===== config.mk =====
export PLATFORM = sky130hd
export DESIGN_NAME = rgb2ycbcr_job_ctrl_flat
export DESIGN_NICKNAME = d
export VERILOG_FILES = /design/src/rtl/rgb2ycbcr_job_ctrl_if.sv /design/src/rtl/rgb2ycbcr_job_ctrl.sv /design/src/flat_wrapper.sv
export SDC_FILE = /design/constraint.sdc
export NUM_CORES = 1
export LEC_CHECK = 0
export CORE_MARGIN = 2
export CORE_UTILIZATION = 58
export CTS_CLUSTER_DIAMETER = 200
export DETAILED_ROUTE_END_ITERATION = 16
export PLACE_DENSITY = 0.82
export SYNTH_ARGS = -nofsm -noshare
export SYNTH_HDL_FRONTEND = slang
export SYNTH_SLANG_ARGS = --single-unit
export TNS_END_PERCENT = 100

===== constraint.sdc =====
create_clock -name clk_i -period 3 [get_ports clk_i]
set_input_delay 0.3 -clock clk_i [delete_from_list [all_inputs] [get_ports clk_i]]
set_output_delay 0.3 -clock clk_i [all_outputs]
set_load 0.005 [all_outputs]

===== src/rtl/rgb2ycbcr_job_ctrl_if.sv =====
// Stream-side handshake bundle of the RGB->YCbCr job controller.
//
// Handshake semantics: a transfer happens on a rising clock edge when
// valid and ready are both high in that cycle. A producer holds valid
// (and its payload) until the transfer completes; ready may depend
// combinationally on the consumer's own downstream ready (out_ready_i
// -> in_ready_o is such a path). conv_en_o and conv_in_valid_o are
// qualifiers for the converter datapath, not handshakes.
interface rgb2ycbcr_job_ctrl_if;
  logic in_valid_i;
  logic in_ready_o;
  logic conv_en_o;
  logic conv_in_valid_o;
  logic out_valid_o;
  logic out_ready_i;
  logic out_last_o;

  // Controller side
  modport master (
    input  in_valid_i,
    input  out_ready_i,
    output in_ready_o,
    output conv_en_o,
    output conv_in_valid_o,
    output out_valid_o,
    output out_last_o
  );

  // Streamer / downstream side
  modport slave (
    output in_valid_i,
    output out_ready_i,
    input  in_ready_o,
    input  conv_en_o,
    input  conv_in_valid_o,
    input  out_valid_o,
    input  out_last_o
  );
endinterface


===== src/rtl/rgb2ycbcr_job_ctrl.sv =====
// Job controller for the fixed-latency RGB->YCbCr converter: accepts a
// job, gates the input stream, drives the global pipeline enable, tracks
// per-stage valid bits and signals the last output and job completion.
module rgb2ycbcr_job_ctrl #(
  parameter int CNT_WIDTH    = 16,
  parameter int PIPE_LATENCY = 3
) (
  input  logic                 clk_i,
  input  logic                 rst_i,
  input  logic                 start_i,
  input  logic                 clear_i,
  input  logic [CNT_WIDTH-1:0] num_pixels_i,
  output logic                 busy_o,
  output logic                 done_o,
  output logic [1:0]           dbg_state_o,
  rgb2ycbcr_job_ctrl_if.master strm
);

  typedef enum logic [1:0] {
    ST_IDLE  = 2'd0,
    ST_RUN   = 2'd1,
    ST_DRAIN = 2'd2,
    ST_DONE  = 2'd3
  } state_e;

  localparam logic [CNT_WIDTH-1:0] CNT_ONE = 1;

  state_e                  state_q, state_d;
  logic [CNT_WIDTH-1:0]    num_q, num_d;
  logic [CNT_WIDTH-1:0]    in_cnt_q, in_cnt_d;
  logic [CNT_WIDTH-1:0]    out_cnt_q, out_cnt_d;
  logic [PIPE_LATENCY-1:0] vld_q, vld_d;

  logic out_valid;
  logic conv_en;
  logic in_ready;
  logic in_fire;
  logic out_fire;
  logic out_last;

  // Stream qualifiers: the whole pipeline stalls only when a valid
  // output is not being consumed.
  always_comb begin
    out_valid = vld_q[PIPE_LATENCY-1];
    conv_en   = ~out_valid | strm.out_ready_i;
    in_ready  = (state_q == ST_RUN) & conv_en;
    in_fire   = strm.in_valid_i & in_ready;
    out_fire  = out_valid & strm.out_ready_i;
    out_last  = out_valid & (out_cnt_q == num_q - CNT_ONE);
  end

  assign strm.out_valid_o     = out_valid;
  assign strm.conv_en_o       = conv_en;
  assign strm.in_ready_o      = in_ready;
  assign strm.conv_in_valid_o = in_fire;
  assign strm.out_last_o      = out_last;
  assign busy_o               = (state_q != ST_IDLE);
  assign done_o               = (state_q == ST_DONE);
  assign dbg_state_o          = state_q;

  // Next-state, counters and valid shift register; clear overrides all.
  always_comb begin
    state_d   = state_q;
    num_d     = num_q;
    in_cnt_d  = in_cnt_q;
    out_cnt_d = out_cnt_q;
    vld_d     = vld_q;

    if (conv_en) begin
      vld_d[0] = in_fire;
      for (int i = 1; i < PIPE_LATENCY; i++) begin
        vld_d[i] = vld_q[i-1];
      end
    end

    case (state_q)
      ST_IDLE: begin
        if (start_i) begin
          num_d     = num_pixels_i;
          in_cnt_d  = '0;
          out_cnt_d = '0;
          state_d   = (num_pixels_i == '0) ? ST_DONE : ST_RUN;
        end
      end
      ST_RUN, ST_DRAIN: begin
        if (in_fire) begin
          in_cnt_d = in_cnt_q + CNT_ONE;
          if (in_cnt_d == num_q) state_d = ST_DRAIN;
        end
        // Final output wins even if the final input fires the same cycle.
        if (out_fire) begin
          out_cnt_d = out_cnt_q + CNT_ONE;
          if (out_last) state_d = ST_DONE;
        end
      end
      ST_DONE: state_d = ST_IDLE;
      default: state_d = ST_IDLE;
    endcase

    if (clear_i) begin
      state_d   = ST_IDLE;
      num_d     = '0;
      in_cnt_d  = '0;
      out_cnt_d = '0;
      vld_d     = '0;
    end
  end

  // State and counter registers with synchronous reset.
  always_ff @(posedge clk_i) begin
    if (rst_i) begin
      state_q   <= ST_IDLE;
      num_q     <= '0;
      in_cnt_q  <= '0;
      out_cnt_q <= '0;
      vld_q     <= '0;
    end else begin
      state_q   <= state_d;
      num_q     <= num_d;
      in_cnt_q  <= in_cnt_d;
      out_cnt_q <= out_cnt_d;
      vld_q     <= vld_d;
    end
  end

endmodule


===== src/flat_wrapper.sv =====
// flat-port wrapper written by rule: the top's interface ports become plain ports
module rgb2ycbcr_job_ctrl_flat 
#(
  parameter int CNT_WIDTH    = 16,
  parameter int PIPE_LATENCY = 3
)
  (clk_i, rst_i, start_i, clear_i, num_pixels_i, busy_o, done_o, dbg_state_o, strm_in_valid_i, strm_out_ready_i, strm_in_ready_o, strm_conv_en_o, strm_conv_in_valid_o, strm_out_valid_o, strm_out_last_o);
  rgb2ycbcr_job_ctrl_if strm_i ();
  input  logic clk_i;
  input  logic rst_i;
  input  logic start_i;
  input  logic clear_i;
  input  logic [CNT_WIDTH-1:0] num_pixels_i;
  output logic busy_o;
  output logic done_o;
  output logic [1:0] dbg_state_o;
  input wire logic [$bits(strm_i.in_valid_i)-1:0] strm_in_valid_i;
  input wire logic [$bits(strm_i.out_ready_i)-1:0] strm_out_ready_i;
  output wire logic [$bits(strm_i.in_ready_o)-1:0] strm_in_ready_o;
  output wire logic [$bits(strm_i.conv_en_o)-1:0] strm_conv_en_o;
  output wire logic [$bits(strm_i.conv_in_valid_o)-1:0] strm_conv_in_valid_o;
  output wire logic [$bits(strm_i.out_valid_o)-1:0] strm_out_valid_o;
  output wire logic [$bits(strm_i.out_last_o)-1:0] strm_out_last_o;
  assign strm_i.in_valid_i = strm_in_valid_i;
  assign strm_i.out_ready_i = strm_out_ready_i;
  assign strm_in_ready_o = strm_i.in_ready_o;
  assign strm_conv_en_o = strm_i.conv_en_o;
  assign strm_conv_in_valid_o = strm_i.conv_in_valid_o;
  assign strm_out_valid_o = strm_i.out_valid_o;
  assign strm_out_last_o = strm_i.out_last_o;
  rgb2ycbcr_job_ctrl #(.CNT_WIDTH(CNT_WIDTH), .PIPE_LATENCY(PIPE_LATENCY)) u_core (.clk_i(clk_i), .rst_i(rst_i), .start_i(start_i), .clear_i(clear_i), .num_pixels_i(num_pixels_i), .busy_o(busy_o), .done_o(done_o), .dbg_state_o(dbg_state_o), .strm(strm_i));
endmodule

==> results_dict.tcl <==
set metrics [dict create \
    status "finished, final reports clean" \
    crit_type "reg2out" \
    insertedDiodeCount 0 \
    rsz0062_at_grt "false" \
    cts-htree-levels 2 \
    use_met1_pct 39.2 \
    fin_hold_ws_ns 0.463 \
    use_met3_pct 4.02 \
    maxCapViolations 0 \
    ys_seq_area_share_pct 29.8 \
    synth_mux_area_share_pct 1.44 \
    grt_pass1_vias 3358 \
    critical-path-slowest-cell "or4_1" \
    synth_async_sr_flop_share_pct 0 \
    synth_top_cell_by_area "dfxtp_1" \
    crit_arrival_ns 2.55 \
    die_w_um 82.3 \
    synth_fa_ha_area_share_pct 2.46 \
    worst_pin_slew_ns 0.774 \
    synth-compound-area-share_pct 17.1 \
    synthSimpleGateAreaFrac_pct 32.6 \
    rows 28 \
    drive_gt1_share_pct 8.91 \
    hold_path.class "reg2reg" \
    drtAntennaViolNets 0 \
    synthDistinctLibCells 65 \
    powerDensity_nw_per_um2 358 \
    antenna_found_initial 0 \
    synth_warnings 0 \
    fin_crit_sh_pct 95.1 \
    setup_tns_ns 0 \
    use_met2_pct 50.2 \
    grt_max_degree 39 \
    cts_buffers 5 \
    start_kind "register" \
    syn_avg_cell_area_um2 7.42 \
    ir_drop_uv 253 \
    fin_nets 534 \
    grt_usage_pct 29.7 \
    gp_congestion 0.977 \
    drc 0 \
    firstDrtPassIters 5 \
    finalPower_uw 1460 \
    die_h_um 82.3 \
    clock_latency_ns 0.31 \
    fin_crit_ns 2.85 \
    stdcell_area_um2 4070 \
    critPathMaxStageDelay_ns 0.50 \
    finClkSkew_ns 0.00668 \
    cts.sinks 53 \
    wl_um 9510 \
    synth_nets 508 \
    cts_root_buf "clkbuf_8" \
    start_util_pct 60.0 \
    grt_pass1_wl_um 15600 \
    clock.fmax_mhz 351 \
    synth_area_leaders "dfxtp_1 30%, nand2_1 7.8%, a21oi_1 6.2%" \
    endpoint_kind "output port" \
    wl_per_cell_um 16.4 \
    synthesis.area_um2 3550 \
    gr-total-overflow 0 \
    worstHoldPathCells 2 \
    placed_area_um2 3960 \
    maxSlewHeadroom_pct 48.4 \
    ys_top_cells_by_count "74 x nand2_1, 53 x dfxtp_1, 44 x a21oi_1, 43 x nor2_1, 23 x xnor2_1" \
    cts_tree "done" \
    cp_max_fo 5 \
    viasPerCell 6.22 \
    synth_xor_area_share_pct 10.8 \
    pin_count 31 \
    path_cells "inv_1 -> ha_1 -> or3b_4 -> or4_1 -> a22oi_2 -> nand4b_1 -> nor4_2 -> clkbuf_2" \
    yosys_most_used_dff "dfxtp_1" \
    synth_edf_count 0 \
    hold_viol 0 \
    final-setup-viol-count 0 \
    synth_cells 479 \
    p_leak_uw 0.00145 \
    coreArea_um2 5920 \
    slew_violations 0 \
    via_count 3610 \
    post_cts_buffers 0 \
    cts.path.max_buffers 2 \
    r2r_cells 8 \
    nFillCells 496 \
    port-buffer-count 30 \
    synth_top_family_by_area "simple AND/OR/NAND/NOR gates" \
    ys_ff_latch 53 \
    area_growth_pct 14.5 \
    top_usage_layer "met2" \
    yosysTopAreaCellShare_pct 29.8 \
    required_ns 2.70 \
    initialDrtViolationCount 266 \
    die_area_um2 6770 \
    path_clk_slew_ns 0.09 \
    dpl.hpwl_um 7170 \
    synthMostInstantiatedCell "nand2_1" \
]
==> worst paths after layout <==
check | start | end | slack (ns)
max | u_core.num_q[0] | strm_out_last_o | 0.15
min | u_core.vld_q[1] | u_core.vld_q[2] | 0.46
max reg2reg | u_core.in_cnt_q[2] | u_core.dbg_state_o[1] | 0.32
min reg2reg | u_core.vld_q[1] | u_core.vld_q[2] | 0.46
==> layer usage <==
| layer | routed length, um | share of wire [%] | vias to the layer above |
|---|---|---|---|
| li1 | - | - | 1760 |
| met1 | 4340 | 46 | 1697 |
| met2 | 4450 | 47 | 138 |
| met5 | 0 | 0 | - |
| met3 | 557 | 5.9 | 15 |
| met4 | 160 | 1.7 | 0 |
==> what timing repair did <==
item | 4_1_cts | 5_1_grt
hold buffers | 0 | 0
pin swaps | 1 | 1
gates resized for setup | 6 | 3
setup endpoints to repair | 1 | 1
==> cell type report <==
type                       count  area (um2)  area share [%]
clock buffer                   7        86.3            2.12
inverter                      12        45.0            1.11
multi-input combinational    381        2320            57.0
sequential                    53        1060            26.1
tap                           75        93.8            2.31
timing repair buffer          52         460            11.3
==> cell usage in the layout (no fill, tap or decap), types with 5 or more instances in the layout <==
| cell | count |
|---|---|
| clkdlybuf4s50_1 | 29 |
| nor3_1 | 15 |
| and2_1 | 6 |
| nand3_1 | 16 |
| xnor2_1 | 23 |
| clkbuf_8 | 6 |
| or4_1 | 6 |
| nand2_1 | 74 |
| dfxtp_1 | 52 |
| o21ai_0 | 14 |
| nor4_1 | 11 |
| ha_1 | 7 |
| nand4_1 | 13 |
| xor2_1 | 21 |
| buf_4 | 22 |
| inv_1 | 12 |
| and3_1 | 5 |
| a21oi_1 | 44 |
| or3_1 | 10 |
| nor2_1 | 43 |
==> power breakdown <==
| group | total (uW) | internal (uW) | leakage, uW | switching (uW) |
|---|---|---|---|---|
| clock | 417 | 184 | 0.0000443 | 233 |
| sequential | 726 | 713 | 0.000429 | 12.9 |
| combinational | 316 | 139 | 0.000975 | 178 |
==> flip-flops by register name, indices dropped and copies added, names as in the netlist <==
| name | cells |
|---|---|
| u_core.num_q | 16 |
| u_core.dbg_state_o | 2 |
| u_core.vld_q | 3 |
| u_core.out_cnt_q | 16 |
| u_core.in_cnt_q | 16 |
==> cells by family (layout without fill, tap and decap cells) <==
kind of cell	count (synthesis)	in the layout
buffers and inverters	45	71
and+or+nand+nor	228	228
muxes	5	5
xor gates and xnor gates	44	44
adders and majority gates	7	7
AOI/OAI and AO/OA	97	97
DFF	53	53
==> critical path, delay by kind of cell, from the launching register on <==
family	cells	cell delay [ns]
AND/OR/NAND/NOR	4	1.33
buffers and inverters	2	0.23
flip-flops	1	0.36
AO/OA/AOI/OAI	1	0.18
adder cells (fa/ha/maj)	1	0.15
==> per-stage QoR <==
step	instances	setup WS, ns	util [%]
floorplan	479	0.548	-
global placement	573	0.0906	66.8
detailed placement	573	0.0481	66.8
CTS	580	0.0115	68.6
global route	580	0.0424	68.7
finish	580	0.147	68.7
Power figures use the tool's default switching activity.
